`src/rtl/mdu_pkg.sv`:
```
// Shared definitions for the iterative RV32M multiply/divide unit.
//   XLEN, TAG_W, CALC_CYCLES : default widths and iteration count
//   mdu_op_e                 : funct3 encodings of the M-extension ops
//   mdu_state_e              : control FSM states
//   op_signed_a/op_signed_b  : which operands are treated as two's complement
//   op_is_rem                : remainder ops take the sign of the dividend only
package mdu_pkg;

  localparam int XLEN        = 32;
  localparam int TAG_W       = 5;
  localparam int CALC_CYCLES = XLEN;

  typedef enum logic [2:0] {
    OP_MUL    = 3'b000,
    OP_MULH   = 3'b001,
    OP_MULHSU = 3'b010,
    OP_MULHU  = 3'b011,
    OP_DIV    = 3'b100,
    OP_DIVU   = 3'b101,
    OP_REM    = 3'b110,
    OP_REMU   = 3'b111
  } mdu_op_e;

  typedef enum logic [2:0] {
    IDLE = 3'd0,
    PREP = 3'd1,
    CALC = 3'd2,
    FIX  = 3'd3,
    DONE = 3'd4
  } mdu_state_e;

  // MUL only uses the low product word, which is sign-agnostic, so it runs unsigned.
  function automatic logic op_signed_a(input mdu_op_e op);
    return (op == OP_MULH) || (op == OP_MULHSU) || (op == OP_DIV) || (op == OP_REM);
  endfunction

  function automatic logic op_signed_b(input mdu_op_e op);
    return (op == OP_MULH) || (op == OP_DIV) || (op == OP_REM);
  endfunction

  function automatic logic op_is_rem(input mdu_op_e op);
    return (op == OP_REM) || (op == OP_REMU);
  endfunction

endpackage

```
`src/rtl/mdu_step.sv`:
```
// One radix-2 iteration of the multiply/divide datapath (purely combinational).
//   is_div   : 1 = restoring shift-subtract, 0 = shift-add
//   acc      : 2*XLEN accumulator {high, low}
//   operand  : multiplicand (multiply) or divisor magnitude (divide)
//   bit_in   : current multiplier bit (LSB first) or dividend bit (MSB first)
//   acc_next : accumulator after this iteration
// Multiply: high half += operand when bit_in is set, then the whole
//   accumulator shifts right with the carry entering at the top.
// Divide: high half is the partial remainder, low half collects quotient bits.
module mdu_step #(
  parameter int XLEN = 32
) (
  input  logic              is_div,
  input  logic [2*XLEN-1:0] acc,
  input  logic [XLEN-1:0]   operand,
  input  logic              bit_in,
  output logic [2*XLEN-1:0] acc_next
);

  logic [XLEN:0] sum;
  logic [XLEN:0] shifted;
  logic [XLEN:0] diff;

  // NOTE: every signal driven here gets a value on every path, starting with
  // defaults, so no latch is inferred for the unselected branch.
  always_comb begin
    sum      = {1'b0, acc[2*XLEN-1:XLEN]} + {1'b0, (bit_in ? operand : '0)};
    shifted  = {acc[2*XLEN-1:XLEN], bit_in};
    diff     = shifted - {1'b0, operand};
    acc_next = acc;
    if (is_div) begin
      // The partial remainder stays below the divisor, so a borrow out of the
      // top bit is exactly "shifted < divisor": restore and record a 0 bit.
      if (!diff[XLEN]) acc_next = {diff[XLEN-1:0], acc[XLEN-2:0], 1'b1};
      else             acc_next = {shifted[XLEN-1:0], acc[XLEN-2:0], 1'b0};
    end else begin
      acc_next = {sum, acc[XLEN-1:1]};
    end
  end

endmodule

```
`src/rtl/mdu_iterative.sv`:
```
// Iterative RV32M multiply/divide unit for the execute stage.
//   clk, reset          : clock, synchronous active-high reset
//   in_valid/in_ready   : request handshake (op, a, b, tag_in latched on accept)
//   op                  : funct3 of the M-extension instruction
//   a, b                : rs1 / rs2 operands
//   tag_in              : destination register of the instruction
//   out_valid/out_ready : result handshake towards writeback
//   result, tag_out     : registered result word and its destination register
//   busy                : unit is occupied (any state but IDLE)
// Sequence: IDLE -> PREP (magnitudes, signs) -> CALC (CALC_CYCLES iterations)
// -> FIX (sign fix-up, word select) -> DONE (hold until out_ready).
// Latency is fixed for every op, including divide-by-zero and overflow.
module mdu_iterative #(
  parameter int XLEN        = mdu_pkg::XLEN,
  parameter int TAG_W       = mdu_pkg::TAG_W,
  parameter int CALC_CYCLES = mdu_pkg::CALC_CYCLES
) (
  input  logic             clk,
  input  logic             reset,
  input  logic             in_valid,
  output logic             in_ready,
  input  logic [2:0]       op,
  input  logic [XLEN-1:0]  a,
  input  logic [XLEN-1:0]  b,
  input  logic [TAG_W-1:0] tag_in,
  output logic             out_valid,
  input  logic             out_ready,
  output logic [XLEN-1:0]  result,
  output logic [TAG_W-1:0] tag_out,
  output logic             busy
);

  import mdu_pkg::*;

  localparam int CNT_W = (CALC_CYCLES > 1) ? $clog2(CALC_CYCLES) : 1;

  mdu_state_e        state_q, state_d;
  mdu_op_e           op_q;
  logic [XLEN-1:0]   a_q, b_q;
  logic [TAG_W-1:0]  tag_q;
  logic [2*XLEN-1:0] acc_q, acc_next;
  logic [CNT_W-1:0]  cnt_q;
  logic              neg_q, div0_q;
  logic [XLEN-1:0]   result_q;
  logic [TAG_W-1:0]  tag_out_q;

  logic              is_div;
  logic              sa, sb;
  logic [XLEN:0]     a_neg, b_neg;
  logic [XLEN-1:0]   a_mag, b_mag;
  logic              calc_last;
  logic [2*XLEN-1:0] prod;
  logic [XLEN-1:0]   quo, rem;
  logic [XLEN-1:0]   fix_word;

  assign is_div    = op_q[2];
  assign calc_last = (cnt_q == CNT_W'(CALC_CYCLES - 1));

  assign in_ready  = (state_q == IDLE);
  assign out_valid = (state_q == DONE);
  assign busy      = (state_q != IDLE);
  assign result    = result_q;
  assign tag_out   = tag_out_q;

  // ---------------------------------------------------------------- FSM
  // NOTE: reset here is synchronous: it is sampled only on the clock edge, so
  // it sits inside the clocked block rather than in the sensitivity list.
  always_ff @(posedge clk) begin
    if (reset) state_q <= IDLE;
    else       state_q <= state_d;
  end

  always_comb begin
    state_d = state_q;
    unique case (state_q)
      IDLE:    if (in_valid) state_d = PREP;
      PREP:    state_d = CALC;
      CALC:    if (calc_last) state_d = FIX;
      FIX:     state_d = DONE;
      DONE:    if (out_ready) state_d = IDLE;
      default: state_d = IDLE;
    endcase
  end

  // ---------------------------------------------------------------- PREP
  // Magnitudes use a one-bit-wider negate so 0x80000000 becomes unsigned 2^31.
  always_comb begin
    sa    = op_signed_a(op_q) && a_q[XLEN-1];
    sb    = op_signed_b(op_q) && b_q[XLEN-1];
    a_neg = -{a_q[XLEN-1], a_q};
    b_neg = -{b_q[XLEN-1], b_q};
    a_mag = sa ? a_neg[XLEN-1:0] : a_q;
    b_mag = sb ? b_neg[XLEN-1:0] : b_q;
  end

  // ---------------------------------------------------------------- CALC
  // Multiply consumes b LSB first (b shifts right); divide consumes a MSB first
  // (a shifts left). The constant operand feeds the step unchanged.
  mdu_step #(.XLEN(XLEN)) u_step (
    .is_div   (is_div),
    .acc      (acc_q),
    .operand  (is_div ? b_q : a_q),
    .bit_in   (is_div ? a_q[XLEN-1] : b_q[0]),
    .acc_next (acc_next)
  );

  // ---------------------------------------------------------------- FIX
  always_comb begin
    prod     = neg_q ? -acc_q : acc_q;
    quo      = neg_q ? -acc_q[XLEN-1:0] : acc_q[XLEN-1:0];
    rem      = neg_q ? -acc_q[2*XLEN-1:XLEN] : acc_q[2*XLEN-1:XLEN];
    fix_word = '0;
    unique case (op_q)
      OP_MUL:                         fix_word = prod[XLEN-1:0];
      OP_MULH, OP_MULHSU, OP_MULHU:   fix_word = prod[2*XLEN-1:XLEN];
      // A zero divisor yields an all-ones quotient regardless of operand sign.
      OP_DIV, OP_DIVU:                fix_word = div0_q ? '1 : quo;
      // The restoring loop leaves |a| as remainder for a zero divisor, and the
      // dividend sign restores a itself.
      OP_REM, OP_REMU:                fix_word = rem;
      default:                        fix_word = '0;
    endcase
  end

  // ---------------------------------------------------------------- datapath
  // NOTE: state registers use non-blocking assignments so every register
  // samples the pre-edge values of the others, independent of statement order.
  always_ff @(posedge clk) begin
    if (reset) begin
      op_q      <= OP_MUL;
      a_q       <= '0;
      b_q       <= '0;
      tag_q     <= '0;
      acc_q     <= '0;
      cnt_q     <= '0;
      neg_q     <= 1'b0;
      div0_q    <= 1'b0;
      result_q  <= '0;
      tag_out_q <= '0;
    end else begin
      unique case (state_q)
        IDLE: if (in_valid) begin
          op_q  <= mdu_op_e'(op);
          a_q   <= a;
          b_q   <= b;
          tag_q <= tag_in;
        end
        PREP: begin
          a_q    <= a_mag;
          b_q    <= b_mag;
          neg_q  <= op_is_rem(op_q) ? sa : (sa ^ sb);
          div0_q <= (b_q == '0);
          acc_q  <= '0;
          cnt_q  <= '0;
        end
        CALC: begin
          acc_q <= acc_next;
          cnt_q <= cnt_q + 1'b1;
          if (is_div) a_q <= a_q << 1;
          else        b_q <= b_q >> 1;
        end
        FIX: begin
          result_q  <= fix_word;
          tag_out_q <= tag_q;
        end
        default: ;
      endcase
    end
  end

endmodule

```
`config.mk`:
```
export PLATFORM = sky130hd
export DESIGN_NAME = mdu_iterative
export DESIGN_NICKNAME = d
export VERILOG_FILES = /design/src/rtl/mdu_pkg.sv /design/src/rtl/mdu_step.sv /design/src/rtl/mdu_iterative.sv
export SDC_FILE = /design/constraint.sdc
export NUM_CORES = 1
export LEC_CHECK = 0
export CELL_PAD_IN_SITES_DETAIL_PLACEMENT = 1
export CELL_PAD_IN_SITES_GLOBAL_PLACEMENT = 1
export CORE_MARGIN = 5
export CORE_UTILIZATION = 45
export DETAILED_ROUTE_END_ITERATION = 7
export HOLD_SLACK_MARGIN = 0.08
export PLACE_DENSITY_LB_ADDON = 0.1
export SLEW_MARGIN = 20
export SYNTH_ARGS = -nofsm -noshare
export SYNTH_HDL_FRONTEND = slang
export SYNTH_SLANG_ARGS = --single-unit
```
`constraint.sdc`:
```
create_clock -name clk -period 12.4 [get_ports clk]
set_input_delay 3.1 -clock clk [delete_from_list [all_inputs] [get_ports clk]]
set_output_delay 3.1 -clock clk [all_outputs]
set_load 0.02 [all_outputs]
```
== After elaboration in Yosys (flattened, before gate mapping) ==
Cells that the tools add are included.

* Input bits: 76
* ROM bits: 0
* Memories kept: 0
* Register bits after elaboration: 183
* Output and inout port bits: 40
* Bits in writable memories: 0
* Latch bits: 0

* Div/mod/pow operators: 0
* Add/subtract/negate cells: 8
* Equal/unequal tests: 19
* Bitwise gates (word level): 1
* Mux-type cells: 25
* Reductions and logical operators: 21
* Shift operators: 0
* Magnitude comparators: 0
* Multipliers: 0

{| class="wikitable"
|+ Operators by type and width
! operator !! number
|-
| $mux 32 || 11
|-
| $mux 64 || 3
|-
| $pmux 32 s3 || 2
|-
| $neg 32->32 || 4
|-
| $pmux 32 s4 || 1
|-
| $pmux 64 s2 || 1
|-
| $neg 64->64 || 1
|-
| $add 32x32->33 || 1
|-
| $sub 33x32->33 || 1
|-
| $logic_not 32->1 || 1
|-
| $eq 3x3->1 const B || 5
|-
| $pmux 3 s5 || 1
|-
| $eq 3x2->1 const B || 4
|-
| $ne 2x2->1 const B || 6
|-
| $pmux 5 s2 || 1
|-
| $mux 3 || 3
|-
| $reduce_and 4->1 || 2
|-
| $eq 3x1->1 const B || 2
|-
| $logic_not 3->1 || 2
|-
| $logic_or 1x1->1 || 6
|-
| $reduce_bool 3->1 || 2
|-
| $add 5x1->5 const B || 1
|-
| $eq 5x5->1 const B || 1
|-
| $reduce_or 2->1 || 2
|-
| 8 further kinds || 10
|}

== Logic depth before layout (Yosys ltp) ==
Gate-level depths: netlist of run 1.

* Word-level depth: 7
* Mapped depth: 19

== Hierarchy ==
Synthesis of run 1 repeated with hierarchy kept, for this count alone.

* Cell total of the unflattened synthesis: 2208
* Area total of the unflattened synthesis: 16102.9 sq um

{| class="wikitable"
|+ By module, submodules not included
! module !! area an instance (sq um) !! cells each !! sequential area each (sq um) !! instances
|-
| mdu_iterative || 11617.4 || 1559 || 3663.5 || 1
|-
| mdu_step || 4485.6 || 649 || 0.0 || 1
|}

== Worst setup path after synthesis of run 1 ==
Ideal clock, no wire load.

* Kind: register -> register
* From: register op_q[2]
* To: register acc_q[44]
* Buffers on the path: 6
* Required time: 12.314 ns
* Cell stages (with the launch flop): 19
* Setup slack: 7.722 ns
* Data arrival time: 4.592 ns
* Cell sequence: dfxtp_1 -> clkbuf_1 -> clkbuf_1 -> clkbuf_1 -> buf_1 -> o21ai_0 -> ha_1 -> fa_1 -> nand3b_1 -> a211oi_1 -> nor3b_1 -> a2111o_1 -> a2111oi_0 -> nor3_1 -> buf_2 -> buf_2 -> nand2_1 -> o211ai_1 -> a211oi_1

* Word-level cells in the longest chain between the ends: 5
* Elaborated cells between the ends (all ways): 8
* Those cells by class: add/sub: 2; mux: 6

{| class="wikitable"
|+ Ends and longest elaborated chain
! element !! RTL line !! source
|-
| from (decl) || mdu_iterative.sv:38 || <nowiki>mdu_op_e op_q;</nowiki>
|-
| from (signal assigned) || mdu_iterative.sv:143 || <nowiki>op_q <= mdu_op_e'(op);</nowiki>
|-
| $mux 1 / $mux 32 (equally long branches) || mdu_iterative.sv:103, mdu_iterative.sv:102 ||
|-
| $sub 33x32->33 / $mux 32 (equally long branches) || mdu_step.sv:29, mdu_step.sv:27 ||
|-
| $mux 64 / $add 32x32->33 (equally long branches) || mdu_step.sv:34, mdu_step.sv:27 ||
|-
| $mux 64 * || mdu_step.sv:31 || <nowiki>if (is_div) begin</nowiki>
|-
| $pmux 64 s2 * || mdu_iterative.sv:141 || <nowiki>unique case (state_q)</nowiki>
|-
| to (signal assigned) || mdu_iterative.sv:157 || <nowiki>acc_q <= acc_next;</nowiki>
|-
| to (decl) || mdu_iterative.sv:41 || <nowiki>logic [2*XLEN-1:0] acc_q, acc_next;</nowiki>
|}

Mark *: on every way between the ends. The rest lies on a longest branch, timed or not.
A chain may end at the register's enable or synchronous reset.

== Final worst setup path of run 1 ==
* From: register op_q[2]
* To: register acc_q[58]

The elaborated chain is that of the path after synthesis.

==> results by group, run 1 <==
CTS
  • Hold_buf cts: 0
  • CTS Buffer Depth: 2
  • Clock tree from TritonCTS: built
  • H-tree Lvls: 4
  • Total CTS buffers: 17
  • Clk slew on worst S/H paths: roughly 80 ps
  • Setup repair bufs after CTS: 0
  • Clk sinks: 183
  • Root buffer cell: clkbuf_16
  • Post-cts sizing count: 0
  • Worst-skew pair later-pin latency: about 470 ps

STA
  • Max Freq: 163.1 MHz
  • Final worst slack: between 6000 and 7000 ps
  • Setup Viol. Count Final: 0
  • RSZ-0062 raised after global routing: false
  • Final hold vios: 0
  • Slew @ Worst Pin: about 1200 ps
  • Final Max Tran Viols: 0
  • Final Skew: 16.33 ps
  • Final setup TNS: 0 ps
  • Final Cycle Share: 0.4944
  • Slew headroom: 0.2143
  • Minimum clock period: roughly 6100 ps

Power and ir drop
  • Register share of total power: 0.348
  • Part of the power in combinational logic: 0.356
  • Clock network power share: 0.295
  • Leakage: 6.924 nW
  • Pint: 0.001175 W
  • Maximum vdd ir drop: 0.1102 mV
  • Switch Pwr: 0.0007938 W
  • Sw Share: 0.4031
  • Power, Total: 0.001969 W
  • Power Density: about 110 mW/mm2

Setup path
  • FF-to-FF path depth: 16
  • Worst Path Required: between 10000 and 15000 ps
  • Arr. time, crit path: approximately 6400 ps
  • Worst Path Max Fanout: 48
  • Worst Setup Start Kind: flop
  • CP Launch Point: op_q[2]$_SDFFE_PP0P_
  • Worst r2r dst: acc_q[58]$_SDFFE_PP0N_
  • Critical path type: flop to flop
  • Reg2reg setup slack: between 6000 and 7000 ps
  • CP endpoint kind: flop
  • Worst r2r src: op_q[2]$_SDFFE_PP0P_
  • Critical path's slowest cell: dfxtp_4
  • Most frequent CP cell: buf_4
  • Worst-path cell chain: buf_4 > nand2_1 > a21boi_2 > buf_4 > ha_1 > fa_1 > nand3b_1 > a211oi_1 > nor3b_1 > a2111o_1 > a2111oi_0 > nor3_2 > buf_4 > o2111a_1 > a211oi_1 > a221oi_1
  • Largest stage delay, worst path: 860 ps

Logic synthesis
  • Ys async rst share: 0
  • Seq/Total Area, Yosys: 0.2298
  • Mapped Cells: about 2200
  • Area of the mapped netlist: between 0.015 and 0.02 mm2
  • Post-synth top cells: 296 x nor2_1, 183 x dfxtp_1, 174 x nand2_1, 163 x a21oi_1, 145 x o21ai_0
  • Share of the synthesized area in the top cell type: 0.2298
  • Yosys cell types: 87
  • Top-count cell post-synth: nor2_1
  • Post-synthesis net count: approximately 2300
  • Flops & latches, synth: 183
  • Yosys Warn Count: 0
  • Mean Syn Cell Area: roughly 7.4 um2
  • Number of enable flip-flop cells after synthesis: 0
  • Main synth FF type: dfxtp_1
  • Leading cell types by total area after synthesis: dfxtp_1 23%, nor2_1 7.0%, ha_1 5.7%, mux2i_1 5.5%, a21oi_1 5.1%
  • Yosys top cell by area: dfxtp_1

Detailed routing
  • Max Used Layer: met5
  • Vias per inst: about 6.6
  • DR iter-0 viols: around 1100
  • Avg WL per Cell: approximately 24 um
  • DR vias: around 17000
  • DR WL met2: a little under 30000 um
  • Detail Route met3 WL: 3670 um
  • DRT Pass-1 Iters: 7
  • Routed WL: about 64000 um
  • Routed Antenna Nets: 0
  • DRC Markers: 0
  • M1 wire length: between 20000 and 30000 um

Cells and area
  • Area growth syn-to-layout: 11.81%
  • Share of layout cells above drive strength 1: 0.04797
  • Diodes inserted: 0
  • Layout net count: approximately 2300

Floorplanning
  • Core Area: approximately 0.035 mm2
  • Row cnt: 69
  • Die X: 198.2 um
  • Die Height: approximately 200 um
  • Starting Density: 0.4514
  • I/O pin count: between 100 and 150
  • Die area: 0.03929 mm2

Flow run
  • Maxcap violations: 0

GRT
  • First-pass GRT wire length: a little under 100000 um
  • Antenna violations before repair: 1
  • Remaining Overflow, GRT: 0
  • Vias in the first global route: roughly 17000
  • Pin count of the biggest net entering global routing: 82
  • GRT Total Usage: 0.3137

Hold path
  • Hold Path Cell Cnt: 2
  • Worst Hold End: result[15]$_SDFFE_PP0P_
  • Hold Startpoint: result[15]$_SDFFE_PP0P_
  • Hold/Removal Path Class: flop to flop

Place
  • Global placement routability congestion: approximately 0.94
  • Pre-CTS WS: approximately 6400 ps
  • IO buf count: approximately 120
  • Final HPWL DP: around 47000 um

Outcome
  • Run status: complete, no violations
[state kept, by name (all words and copies together), names as in the netlist]
| signal | flops |
|---|---|
| acc_q | 64 |
| a_q | 32 |
| b_q | 32 |
| result | 32 |
| cnt_q | 5 |
| tag_out | 5 |
| tag_q | 5 |
| op_q | 3 |
| state_q | 3 |
| div0_q | 1 |
| neg_q | 1 |
[layout make-up]
cell class                      instances  area, um2
Fill cell                            4384      17490
Multi-Input combinational cell       1775      11500
Sequential cell                       183       3669
Timing Repair Buffer                  141       1344
Tap cell                              461      576.8
Clock buffer                           19      452.9
Clock inverter                         13      140.1
Inverter                               37      138.9
[cell usage in the layout, fill, tap and decap left out, drive strengths merged, types with 9 or more instances in the layout]
cell / synthesis / layout
nand2: 174 / 174
nor2: 296 / 296
a21o: 38 / 38
xnor2: 67 / 67
nor3: 61 / 61
o21ai: 149 / 149
clkdlybuf4s50: 0 / 114
ha: 72 / 72
clkbuf: 140 / 19
a31oi: 23 / 23
buf: 31 / 27
o211ai: 16 / 16
o21bai: 12 / 12
nand4: 16 / 16
or3: 42 / 42
o22ai: 9 / 9
a311oi: 9 / 9
a22oi: 78 / 78
and2: 9 / 9
a21oi: 163 / 163
nor4: 22 / 22
o41ai: 14 / 14
a211oi: 29 / 29
o21a: 15 / 15
and3: 16 / 16
a2111oi: 9 / 9
mux2i: 88 / 88
nand3: 36 / 36
dfxtp: 183 / 183
or4: 16 / 16
nand2b: 14 / 14
a221oi: 20 / 20
o31ai: 42 / 42
nor2b: 10 / 10
or2: 13 / 13
o221ai: 10 / 10
xor2: 50 / 50
inv: 36 / 42
nor3b: 16 / 16
a221o: 33 / 33
[stage by stage]
step           hold slack, ps  instances  instance area [um2]    util
2_1_floorplan           432.1       2166                15940       -
3_3_place_gp            423.9       2597                17230  0.4879
3_5_place_dp            439.2       2597                17230  0.4879
4_1_cts                 450.5       2629                17820  0.5047
5_1_grt                 476.6       2629                17820  0.5048
6_report                450.3       2629                17820  0.5048
[how the worst max path moves through the flow]
stage / cells after the start / slack, ps / endpoint
floorplan: 18 / 7720 / acc_q[44]$_SDFFE_PP0N_
global placement: 16 / 6510 / acc_q[58]$_SDFFE_PP0N_
detailed placement: 16 / 6410 / acc_q[58]$_SDFFE_PP0N_
CTS: 16 / 6380 / acc_q[58]$_SDFFE_PP0N_
global route: 18 / 6030 / acc_q[62]$_SDFFE_PP0N_
finish: 16 / 6270 / acc_q[58]$_SDFFE_PP0N_
[cells by family after synthesis]
kind of cell             synth area share
AO/OA/AOI/OAI                      0.3103
XOR/XNOR                          0.06429
adder cells (fa/ha/maj)           0.05903
buffers and inverters             0.05173
flip-flops                         0.2298
multiplexers                      0.05808
AND/OR/NAND/NOR                    0.2268
[metal layers]
metal  global-route usage  vias to the layer above
met3              0.04832                      152
li1                     -                     8044
met4               0.1456                        2
met2               0.5159                      620
met1               0.4047                     8609
met5                    0                        -
[critical path, delay by kind of cell, from the launching register on]
kind / cells / cell delay, ps
buffers and inverters: 3 / 1290
and+or+nand+nor: 4 / 580
DFF: 1 / 860
adders and majority gates: 2 / 670
AOI/OAI and AO/OA: 7 / 2430
[power groups by stage]
stage	Clock [W]	Sequential [W]	Combinational [W]
after floorplan	0	0.000662	0.000501
after global placement	0	0.000697	0.000668
after detailed placement	0	0.000698	0.000687
after CTS	0.000588	0.000685	0.000690
after global routing	0.000607	0.000691	0.000755
final	0.000581	0.000686	0.000702
(Power assumes the default switching activity.)
==> run 2: changes to the inputs <==
- CORE_UTILIZATION: 45 -> 40
- clock period: 12.4 -> 5.2 ns (I/O delays scaled with it)
==> run 2 against run 1 <==
  * Power is 140% higher
  * Setup slack worse by 5800 ps
  * Sequential share of layout area down 0.24 points
  * Hold slack got worse by 5.9 ps
  * Non-clock buffer count increased by 12
  * Final area up 1.2%
  * Sequential cell count unchanged
  * Die area rose by 12%
  * Clock skew down 2.2 ps
==> results by group, run 2 (synthesized netlist as in run 1, its figures left out) <==
Place
  • Final HPWL DP: about 50000 um
  • Global placement routability congestion: 0.9784
  • IO buf count: 115

Floorplanning
  • Die X: 209.6 um
  • Die Height: between 200 and 250 um
  • Row cnt: 73
  • Core Area: approximately 0.04 mm2
  • I/O pin count: ~120
  • Starting Density: 0.4030
  • Die area: around 0.044 mm2

Setup path
  • Worst-path cell chain: buf_4 > mux2i_1 > ha_1 > nand4_1 > a211oi_1 > nor3b_1 > a2111o_1 > a2111oi_0 > nor3_2 > buf_12 > mux2_2 > mux2i_1 > o21ai_0
  • Most frequent CP cell: mux2i_1
  • CP endpoint kind: flop
  • Buf+Inv Stages, Crit Path: 2
  • Worst Setup Start Kind: flop
  • Arr. time, crit path: between 5000 and 6000 ps
  • Critical path type: flop to flop
  • Worst Path Max Fanout: between 40 and 50
  • Worst Path Required: 5570 ps
  • Largest stage delay, worst path: 830 ps
  • Worst path top cell family by delay: compound AO/OA/AOI/OAI gates
  • Critical path's slowest cell: a2111oi_0

STA
  • RSZ-0062 raised after global routing: false
  • Slew @ Worst Pin: between 900 and 1000 ps
  • Final Skew: 14.14 ps
  • Final Max Tran Viols: 0
  • Final hold vios: 0
  • Final setup TNS: 0 ps
  • Setup Viol. Count Final: 0
  • Max Freq: between 200 and 250 MHz
  • Minimum clock period: roughly 4700 ps
  • Slew headroom: 0.3302
  • Final Cycle Share: 0.9092

GRT
  • Met2 GRT Util: 0.4996
  • Pin count of the biggest net entering global routing: 87
  • Met3 Usage GRT: 0.03827
  • First-pass GRT wire length: between 100000 and 150000 um
  • M1 GR Usage: 0.3853
  • Antenna violations before repair: 0
  • GRT Total Usage: 0.2923
  • Vias in the first global route: about 17000
  • Most used routing layer: met2
  • Remaining Overflow, GRT: 0

Power and ir drop
  • Power, Total: roughly 0.0048 W
  • Power Density: 264.0 mW/mm2
  • Maximum vdd ir drop: 0.2069 mV
  • Leakage: between 6 and 7 nW

Hold path
  • Hold/Removal Path Class: flop to flop

CTS
  • H-tree Lvls: 4
  • Total CTS buffers: 17
  • Worst-skew pair later-pin latency: about 480 ps
  • Clock tree from TritonCTS: built
  • CTS Buffer Depth: 2
  • Clk sinks: 183
  • Hold_buf cts: 0
  • Setup repair bufs after CTS: 0
  • Root buffer cell: clkbuf_16
  • Clk slew on worst S/H paths: roughly 90 ps
  • Post-cts sizing count: 0

Detailed routing
  • DR iter-0 viols: 1305
  • DR vias: ~17000
  • Routed Antenna Nets: 0
  • Avg WL per Cell: about 25 um
  • DRT Pass-1 Iters: 5
  • DRC Markers: 0
  • Routed WL: 66730 um
  • Vias per inst: roughly 6.4

Cells and area
  • Max reg flops: 64
  • Commonest non-fill, non-tap cells in the layout: 293 x nor2_1, 181 x dfxtp_1, 174 x nand2_1
  • # fillers: a little under 5000
  • Share of layout cells above drive strength 1: 0.05275
  • Most common cell after layout, fill and taps aside: nor2_1
  • Diodes inserted: 0
  • Biggest register: acc_q
  • Post-route core utilization: 0.4559
  • Layout net count: ~2300
  • Area growth syn-to-layout: 13.11%

Outcome
  • Run status: complete, no violations

Flow run
  • Maxcap violations: 0
## run 2: cell types whose count changed in the layout (fill, tap and decap cells not counted), moves of 2 or more
cell	before	now
clkbuf_8	2	0
inv_12	0	3
clkinv_8	1	4
buf_4	27	38
clkinvlp_4	3	0
## run 2: final timing paths
check / endpoint / slack [ps] / cells past startpoint / start
max: acc_q[53]$_SDFFE_PP0N_ / 470 / 13 / op_q[2]$_SDFFE_PP0P_
min: result[15]$_SDFFE_PP0P_ / 440 / 2 / result[15]$_SDFFE_PP0P_
max reg2reg: acc_q[53]$_SDFFE_PP0N_ / 470 / 13 / op_q[2]$_SDFFE_PP0P_
min reg2reg: result[15]$_SDFFE_PP0P_ / 440 / 2 / result[15]$_SDFFE_PP0P_
## run 2: area by class of cell
type | count | area [um2] | share of cell area
multi-input cells | 1775 | 11500 | 0.6378
clock buffers | 17 | 425.4 | 0.02359
flip-flops and latches | 183 | 3669 | 0.2035
inverters | 37 | 138.9 | 0.007703
clock inverters | 15 | 193.9 | 0.01076
repair buffers | 153 | 1446 | 0.08022
well taps | 525 | 656.9 | 0.03643
## run 2: where the power goes
part	internal [W]	switching [W]	total, W
clock network	0.000665	0.000745	0.00141
registers	0.00147	0.000156	0.00163
logic	0.000637	0.00108	0.00172
## run 2: routing by layer
layer / vias up / wire length [um]
li1: 8086 / -
met1: 8534 / 29510
met2: 463 / 32340
met3: 105 / 2860
met4: 0 / 2020
met5: - / 0
## run 2: worst reg2reg max path: stages (launching register included)
cell and delay (ps):
dfxtp_4 520, buf_4 480, mux2i_1 200, ha_1 440
nand4_1 200, a211oi_1 330, nor3b_1 170, a2111o_1 510
a2111oi_0 830, nor3_2 160, buf_12 250, mux2_2 330
mux2i_1 120, o21ai_0 90
## run 2: metrics by stage
stage | cells | instance area [um2] | worst slack, ps | hold WS (ps)
3_3_place_gp | 2673 | 17410 | 885.4 | 424.3
3_5_place_dp | 2673 | 17410 | 648.7 | 438.1
6_report | 2705 | 18030 | 472.3 | 444.4
5_1_grt | 2705 | 18030 | 295.8 | 480.8
2_1_floorplan | 2166 | 15940 | 522.4 | 432.1
4_1_cts | 2705 | 18030 | 620.8 | 451.2
